--- config.mk ---
export PLATFORM = sky130hd
export DESIGN_NAME = uart_tx_fifo
export DESIGN_NICKNAME = d
export VERILOG_FILES = /design/src/rtl/uart_tx_fifo.sv
export SDC_FILE = /design/constraint.sdc
export NUM_CORES = 1
export LEC_CHECK = 0
export ABC_AREA = 1
export CAP_MARGIN = 10
export CORE_AREA = 5 5 173 125
export DETAILED_ROUTE_END_ITERATION = 6
export DIE_AREA = 0 0 178 130
export DONT_BUFFER_PORTS = 1
export GPL_ROUTABILITY_DRIVEN = 0
export MAX_ROUTING_LAYER = met4
export PLACE_DENSITY_LB_ADDON = 0.25
export SLEW_MARGIN = 20
export SYNTH_ARGS = -nofsm -noshare
export SYNTH_HDL_FRONTEND = slang
export SYNTH_SLANG_ARGS = --single-unit
--- constraint.sdc ---
create_clock -name clk1mhz -period 2.7 [get_ports clk1mhz]
set_input_delay 0.27 -clock clk1mhz [delete_from_list [all_inputs] [get_ports clk1mhz]]
set_output_delay 0.27 -clock clk1mhz [all_outputs]
set_load 0.1 [all_outputs]
--- src/rtl/uart_tx_fifo.sv ---
// UART transmitter with a write FIFO and configurable framing.
// Words queue on a valid/ready port and go out LSB first on txd.
module uart_tx_fifo #(
  parameter int CLKS_PER_BIT = 104,
  parameter int DATA_BITS    = 8,
  parameter int PARITY       = 0,
  parameter int STOP_BITS    = 1,
  parameter int FIFO_DEPTH   = 8
) (
  input  logic                          clk1mhz,
  input  logic                          reset,
  input  logic [DATA_BITS-1:0]          wr_data,
  input  logic                          wr_valid,
  output logic                          wr_ready,
  output logic                          txd,
  output logic                          busy,
  output logic [$clog2(FIFO_DEPTH):0]   fifo_count
);

  localparam int AW = $clog2(FIFO_DEPTH);
  localparam int TW = $clog2(CLKS_PER_BIT);
  localparam logic [TW-1:0] TMAX  = TW'(CLKS_PER_BIT - 1);
  localparam logic [3:0]    DLAST = 4'(DATA_BITS - 1);
  localparam logic [3:0]    SLAST = 4'(STOP_BITS - 1);
  localparam logic [AW:0]   FULL  = (AW+1)'(FIFO_DEPTH);

  typedef enum logic [2:0] {
    IDLE, START, DATA, PAR, STOP
  } state_t;

  state_t               r_state, w_state;
  logic [TW-1:0]        r_timer, w_timer;
  logic [3:0]           r_idx, w_idx;
  logic [DATA_BITS-1:0] r_shift, w_shift;
  logic                 r_par, w_par;
  logic                 r_txd, w_txd;
  logic                 r_busy;

  logic [DATA_BITS-1:0] r_mem [FIFO_DEPTH];
  logic [AW-1:0]        r_wptr, r_rptr;
  logic [AW:0]          r_count;

  logic                 w_push, w_pop;
  logic                 w_tick, w_has;
  logic [DATA_BITS-1:0] w_head;

  assign w_head     = r_mem[r_rptr];
  assign w_has      = r_count != '0;
  assign w_tick     = r_timer == TMAX;
  assign wr_ready   = r_count != FULL;
  assign w_push     = wr_valid && wr_ready;
  assign txd        = r_txd;
  assign busy       = r_busy;
  assign fifo_count = r_count;

  always_comb begin
    w_state = r_state;
    w_idx   = r_idx;
    w_shift = r_shift;
    w_par   = r_par;
    w_pop   = 1'b0;
    w_txd   = 1'b1;
    unique case (r_state)
      IDLE: begin
        if (w_has) begin
          w_pop   = 1'b1;
          w_state = START;
        end
      end
      START: begin
        w_txd = 1'b0;
        if (w_tick) begin
          w_state = DATA;
          w_idx   = '0;
        end
      end
      DATA: begin
        w_txd = r_shift[0];
        if (w_tick) begin
          w_shift = r_shift >> 1;
          if (r_idx == DLAST) begin
            w_idx   = '0;
            w_state = (PARITY != 0) ? PAR : STOP;
          end else begin
            w_idx = r_idx + 4'd1;
          end
        end
      end
      PAR: begin
        w_txd = r_par;
        if (w_tick) begin
          w_state = STOP;
          w_idx   = '0;
        end
      end
      STOP: begin
        if (w_tick) begin
          if (r_idx == SLAST) begin
            w_idx = '0;
            // back-to-back frames: pop straight into START
            if (w_has) begin
              w_pop   = 1'b1;
              w_state = START;
            end else begin
              w_state = IDLE;
            end
          end else begin
            w_idx = r_idx + 4'd1;
          end
        end
      end
      default: w_state = IDLE;
    endcase
    if (w_pop) begin
      w_shift = w_head;
      w_par   = (PARITY == 1) ? ~^w_head : ^w_head;
    end
    w_timer = (r_state == IDLE || w_tick) ? '0 : r_timer + 1'b1;
  end

  always_ff @(posedge clk1mhz) begin
    if (w_push) r_mem[r_wptr] <= wr_data;
  end

  always_ff @(posedge clk1mhz) begin
    if (reset) begin
      r_state <= IDLE;
      r_timer <= '0;
      r_idx   <= '0;
      r_shift <= '0;
      r_par   <= 1'b0;
      r_txd   <= 1'b1;
      r_busy  <= 1'b0;
      r_wptr  <= '0;
      r_rptr  <= '0;
      r_count <= '0;
    end else begin
      r_state <= w_state;
      r_timer <= w_timer;
      r_idx   <= w_idx;
      r_shift <= w_shift;
      r_par   <= w_par;
      r_txd   <= w_txd;
      // delayed one cycle so busy lines up with the registered txd
      r_busy  <= r_state != IDLE;
      if (w_push) r_wptr <= r_wptr + 1'b1;
      if (w_pop)  r_rptr <= r_rptr + 1'b1;
      if (w_push && !w_pop)
        r_count <= r_count + 1'b1;
      else if (w_pop && !w_push)
        r_count <= r_count - 1'b1;
    end
  end

endmodule

==> results.cfg, run 1 <==
[timing]
report.final.slew_viol_count = 0
max_slew.worst_pin.slew_ns = 0.934
finalCritPeriodShare = 0.920
final_hold_viol_count = 0
setup_viol = 0
clock_skew_ns = 0.0107
fin_crit_ns = 2.48
max_slew_margin = 0.377
timing.final.ws_setup_ns = 0.215
max_clock_freq_ghz = 0.402

[final_layout]
final_layout_size_suffix_gt1_frac = 0.114
fill_cells = 2037
layout.cell_area.non_filler_mm2 = 0.00569
regArea_mm2 = 0.00270
area_growth_syn_to_layout_pct = 17.2
most_common_cell_after_layout_fill_and_taps_aside = sky130_fd_sc_hd__nand2_1
nNetsFinal = 618
multiInputGateArea_mm2 = 0.00176
final_cell_mix = 200 x sky130_fd_sc_hd__nand2_1, 84 x sky130_fd_sc_hd__inv_1, 64 x sky130_fd_sc_hd__edfxtp_1
count_of_inserted_antenna_diode_cells = 0
post-route-util = 0.290

[logic_synthesis]
synthMuxAreaShare = 0
netlist_instances = 574
fraction_of_the_mapped_netlist_area_in_simple_logic_gates = 0.263
synth_top_family_by_area = simple AND/OR/NAND/NOR gates
synth-seq-area-share = 0.553
ys_top_cells_by_area = sky130_fd_sc_hd__edfxtp_1 40%, sky130_fd_sc_hd__dfxtp_1 16%, sky130_fd_sc_hd__nand2_1 15%
synthArstFlopShare = 0
synth_area_leader_cell = sky130_fd_sc_hd__edfxtp_1
synth_ff_type = sky130_fd_sc_hd__edfxtp_1
synth_fp_nets = 594
netlist-cell-type-count = 34
yosys_warning_count = 0
synthXorXnorAreaFrac = 0.00541
synth-seq-cells = 102
synthAdderAreaFrac = 0.0247
syn-cell-area_mm2 = 0.00485
syn_area_per_cell_um2 = 8.46
share_of_the_synthesized_area_in_compound_gates_ao_oa_aoi_oai = 0.0624
synth-edff-count = 64
synth_largest_type_area_fraction = 0.396

[placed_design]
dp_hpwl_um = 7420
dp_worst_setup_slack_ns = 0.0295
io_buffer_count = 0
dpl_cell_area_mm2 = 0.00526

[clock_network]
cts.root.buffer_cell = sky130_fd_sc_hd__clkbuf_16
cts_tree = yes
insertion_delay_ns = 0.35
h-tree-depth = 3
clock_sink_count = 102
post_cts.repair.setup_buffers = 0
cts_max_path_buffers = 2
tritoncts.num_buffers = 9
worst_setup_hold_path_clk_slew_ns = 0.08

[grt]
global_route.usage.total = 0.102
grt.overflow.total = 0
grt_pass1_wl_um = 17700
grt_antenna_before_repair = 0
grt_start_max_net_pins = 30
first_global_vias = 3470

[route]
detail_route.wl_per_cell_um = 12.4
drt.antenna.violating_nets = 0
drc = 0
dr_total_vias = 3615
drt_iter0_drc = 191
drt-vias-per-instance = 4.14
wl_um = 10800
firstDrtPassIters = 4

[floorplanning]
starting_density = 0.247
die_h_um = 130
floorplan.die.width_um = 178
io_pins = 18
dieArea_mm2 = 0.0231
floorplan.rows = 43
core_region_area_mm2 = 0.0196

[critical_path]
timing.critical_path.arrival_ns = 2.73
timing.critical_path.max_delay_family = simple AND/OR/NAND/NOR gates
critical_path_fanouts_max = 4
cp_cell_sequence = inv_1, ha_1, nand2_1, nor2_1, nor2_1, nor2_2, nand2_2, nor2_4, nand2_4, ha_1, inv_2, ha_1, a21o_1, a21oi_2, nor2_1, nor2_1, nand2_1, o21ai_1, a21oi_1
start_kind = register
cpMaxStageDelayCell = sky130_fd_sc_hd__dfxtp_2
critical_path.most_common_cell = sky130_fd_sc_hd__nor2_1
worstSetupEndpointType = register
path_class = reg2reg
path_buf_inv = 2
cp_data_required_time_ns = 2.95
worst_path_largest_cell_delay_ns = 0.34

[power_and_ir_drop]
peakVddDrop_mv = 0.717
power.density_mw_per_mm2 = 975
cellLeakagePower_uw = 0.00250

[run]
maxCapViolations = 0

[hold_path]
min-delay-path-class = in2reg

[status]
status = completed
-- through the flow --
| step | hold WS (ns) | cells | power [uW] | setup TNS (ns) |
|---|---|---|---|---|
| floorplan | 0.351 | 574 | 3750 | 0 |
| global placement | 0.343 | 847 | 4120 | 0 |
| detailed placement | 0.347 | 847 | 4170 | 0 |
| CTS | 0.000887 | 872 | 5600 | 0 |
| global route | 0.0593 | 873 | 5960 | -0.00507 |
| finish | 0.0743 | 873 | 5550 | 0 |
-- sequential cells by signal (all words and copies together) (netlist names), named ones only --
name / count
busy: 1
fifo_count: 4
r_idx: 4
r_mem: 64
r_par: 1
r_rptr: 3
r_shift: 8
r_state: 3
r_timer: 7
r_wptr: 3
txd: 1
-- layout make-up --
class / instances / share of cell area
Clock inverter: 7 / 0.0154
Sequential cell: 102 / 0.474
Tap cell: 270 / 0.0594
Multi-Input combinational cell: 366 / 0.309
Timing Repair Buffer: 29 / 0.0427
Inverter: 90 / 0.0594
Clock buffer: 9 / 0.0396
-- Yosys cell counts, types with 2 or more instances --
cell type and n:
sky130_fd_sc_hd__nand3_2 2, sky130_fd_sc_hd__o211ai_2 6, sky130_fd_sc_hd__dfxtp_1 38, sky130_fd_sc_hd__buf_2 10, sky130_fd_sc_hd__a21oi_1 19, sky130_fd_sc_hd__xor2_1 3, sky130_fd_sc_hd__nor3b_1 3, sky130_fd_sc_hd__ha_1 8
sky130_fd_sc_hd__o21ai_0 15, sky130_fd_sc_hd__o21ai_1 2, sky130_fd_sc_hd__nand4_1 2, sky130_fd_sc_hd__nand2_2 2, sky130_fd_sc_hd__inv_1 85, sky130_fd_sc_hd__nand3_1 51, sky130_fd_sc_hd__inv_2 4, sky130_fd_sc_hd__nand2_1 200
sky130_fd_sc_hd__nor2_2 5, sky130_fd_sc_hd__edfxtp_1 64, sky130_fd_sc_hd__nor2_1 37, sky130_fd_sc_hd__buf_6 4
-- path summary, 6_finish.rpt --
check	startpoint	end	slack [ns]	cells past startpoint
setup / recovery	r_idx[0]	fifo_count[3]	0.22	19
hold / removal	reset	r_par	0.07	3
setup reg to reg	r_idx[0]	fifo_count[3]	0.22	19
hold reg to reg	r_timer[0]	r_timer[0]	0.43	1
-- repair_timing --
item                                    CTS  global route
hold buffers                              9             1
pin swaps                                 0             2
gates resized for setup                   1             7
endpoints found under the setup margin    1             1
endpoints found under the hold margin    71             1
-- per-layer routing --
layer  track usage  vias to the layer above  wire length [um]
met2         0.157                       57              4830
met5             -                        -                 0
met1         0.132                     1669              5330
li1              -                     1875                 -
met4        0.0341                        0               196
met3        0.0269                       14               432
-- report_power, final --
group          total, uW  switching [uW]  internal (uW)
Sequential          2070             199           1870
Clock               1380             636            745
Combinational       2100            1440            663
Total               5550            2270           3280
-- worst reg2reg max path: cells and delay by family, from the launching register on --
family | cells | cell delay, ns
AOI/OAI and AO/OA | 4 | 0.49
and+or+nand+nor | 10 | 0.84
DFF | 1 | 0.34
buffers and inverters | 2 | 0.16
adders and majority gates | 3 | 0.57
-- cell families after synthesis --
logic type                 after synthesis
and+or+nand+nor                        306
buffers and inverters                  106
DFF                                    102
AOI/OAI and AO/OA                       48
adders and majority gates                9
xor gates and xnor gates                 3
Power figures use the tool's default switching activity.
==> run 2: changes to the inputs <==
--- a/config.mk
+++ b/config.mk
@@ -8,6 +8,7 @@
 export ABC_AREA = 1
 export CAP_MARGIN = 10
 export CORE_AREA = 5 5 173 125
+export CTS_BUF_LIST = sky130_fd_sc_hd__clkbuf_4 sky130_fd_sc_hd__clkbuf_8
 export DETAILED_ROUTE_END_ITERATION = 6
 export DIE_AREA = 0 0 178 130
 export DONT_BUFFER_PORTS = 1
==> results.cfg, run 2 (synthesis results as in run 1) <==
[route]
drt.antenna.violating_nets = 0
detail_route.wl_per_cell_um = 12.4
drt_iter0_drc = 199
firstDrtPassIters = 4
wl_um = 10800
drc = 0
dr_total_vias = 3588
drt-vias-per-instance = 4.11

[power_and_ir_drop]
cellLeakagePower_uw = 0.00245
total_power_uw = 5210
peakVddDrop_mv = 0.705
power.density_mw_per_mm2 = 935

[timing]
max_slew_margin = 0.377
max_clock_freq_ghz = 0.401
report.final.slew_viol_count = 0
fin_crit_ns = 2.49
clock_skew_ns = 0.0161
finalCritPeriodShare = 0.923
max_slew.worst_pin.slew_ns = 0.934
setup_viol = 0
final_hold_viol_count = 0
timing.final.ws_setup_ns = 0.207
setup_total_negative_slack_ns = 0

[floorplanning]
core_region_area_mm2 = 0.0196
floorplan.die.width_um = 178
die_h_um = 130
dieArea_mm2 = 0.0231
starting_density = 0.247
floorplan.rows = 43
io_pins = 18

[clock_network]
cts_max_path_buffers = 2
h-tree-depth = 3
clock_sink_count = 102
cts_tree = yes
tritoncts.num_buffers = 9
worst_setup_hold_path_clk_slew_ns = 0.11
insertion_delay_ns = 0.39
cts.root.buffer_cell = sky130_fd_sc_hd__clkbuf_8
post_cts.repair.setup_buffers = 0

[placed_design]
placed_cells = 847
io_buffer_count = 0
dp_hpwl_um = 7420
dpl_cell_area_mm2 = 0.00526
dp_worst_setup_slack_ns = 0.0295

[critical_path]
worstSetupEndpointType = register
cp_cell_sequence = inv_1, ha_1, nand2_1, nor2_1, nor2_1, nor2_2, nand2_2, nor2_4, nand2_4, ha_1, inv_2, ha_1, a21o_1, a21oi_2, nor2_1, nor2_1, nand2_1, o21ai_1, a21oi_1
cpMaxStageDelayCell = sky130_fd_sc_hd__dfxtp_2
critical_path.most_common_cell = sky130_fd_sc_hd__nor2_1
start_kind = register
cp_data_required_time_ns = 2.99
timing.critical_path.arrival_ns = 2.78
worst_path_largest_cell_delay_ns = 0.35
path_class = reg2reg
critical_path_fanouts_max = 4

[final_layout]
final_cell_mix = 200 x sky130_fd_sc_hd__nand2_1, 84 x sky130_fd_sc_hd__inv_1, 64 x sky130_fd_sc_hd__edfxtp_1
stdcell_count = 872
largest_register_by_flop_count = r_mem
multiInputGateArea_mm2 = 0.00176
nNetsFinal = 617
layout.cell_area.non_filler_mm2 = 0.00558
largest_register_ff_count = 64
reg.largest.list = r_mem: 64 flops, r_shift: 8 flops, r_timer: 7 flops
most_common_cell_after_layout_fill_and_taps_aside = sky130_fd_sc_hd__nand2_1
fill_cells = 2059
count_of_inserted_antenna_diode_cells = 0
final_layout_size_suffix_gt1_frac = 0.116
regArea_mm2 = 0.00270
area_growth_syn_to_layout_pct = 14.9

[grt]
first_global_vias = 3464
global_route.usage.total = 0.102
grt_start_max_net_pins = 30
grt_antenna_before_repair = 0
grt_pass1_wl_um = 17700
grt.overflow.total = 0

[status]
status = completed

[hold_path]
min-delay-path-class = in2reg

[run]
maxCapViolations = 0
run 2: where the power goes:
group          switching [uW]  internal [uW]
clock network             598            454
registers                 197           1870
logic                    1440            662
run 2: what timing repair did:
| action | CTS | global route |
|---|---|---|
| endpoints found under the hold margin | 73 | 0 |
| setup endpoints to repair | 1 | 1 |
| hold buffers | 9 | 0 |
| pin swaps | 0 | 2 |
| gates resized for setup | 1 | 8 |
run 2: area by class of cell:
cell class,instances,area share
inverters,90,0.0606
clock buffers,9,0.0222
repair buffers,28,0.0417
multi-input cells,366,0.316
well taps,270,0.0606
flip-flops and latches,102,0.484
clock inverters,7,0.0157
run 2: final timing paths:
path,depth (start not counted),endpoint,slack (ns),startpoint
min,3,fifo_count[2],0.04,reset
max,19,fifo_count[3],0.21,r_idx[0]
max reg2reg,19,fifo_count[3],0.21,r_idx[0]
min reg2reg,1,r_timer[0],0.43,r_timer[0]
run 2: per-stage QoR:
stage	utilization	hold slack, ns
3_5_place_dp	0.268	0.347
6_report	0.284	0.0421
3_3_place_gp	0.268	0.343
5_1_grt	0.284	0.0265
4_1_cts	0.283	0.00778
2_1_floorplan	-	0.351
run 2: per-layer routing:
metal | track usage | vias up | wire [um]
li1 | - | 1870 | -
met1 | 0.132 | 1656 | 5260
met2 | 0.157 | 53 | 4880
met3 | 0.0295 | 9 | 478
met4 | 0.0309 | 0 | 157
met5 | - | - | 0
run 2: worst max-delay path, delay by kind of cell (launching register included):
kind	cells	cell delay, ns
and+or+nand+nor	10	0.84
adders and majority gates	3	0.57
AOI/OAI and AO/OA	4	0.49
DFF	1	0.35
buffers and inverters	2	0.16
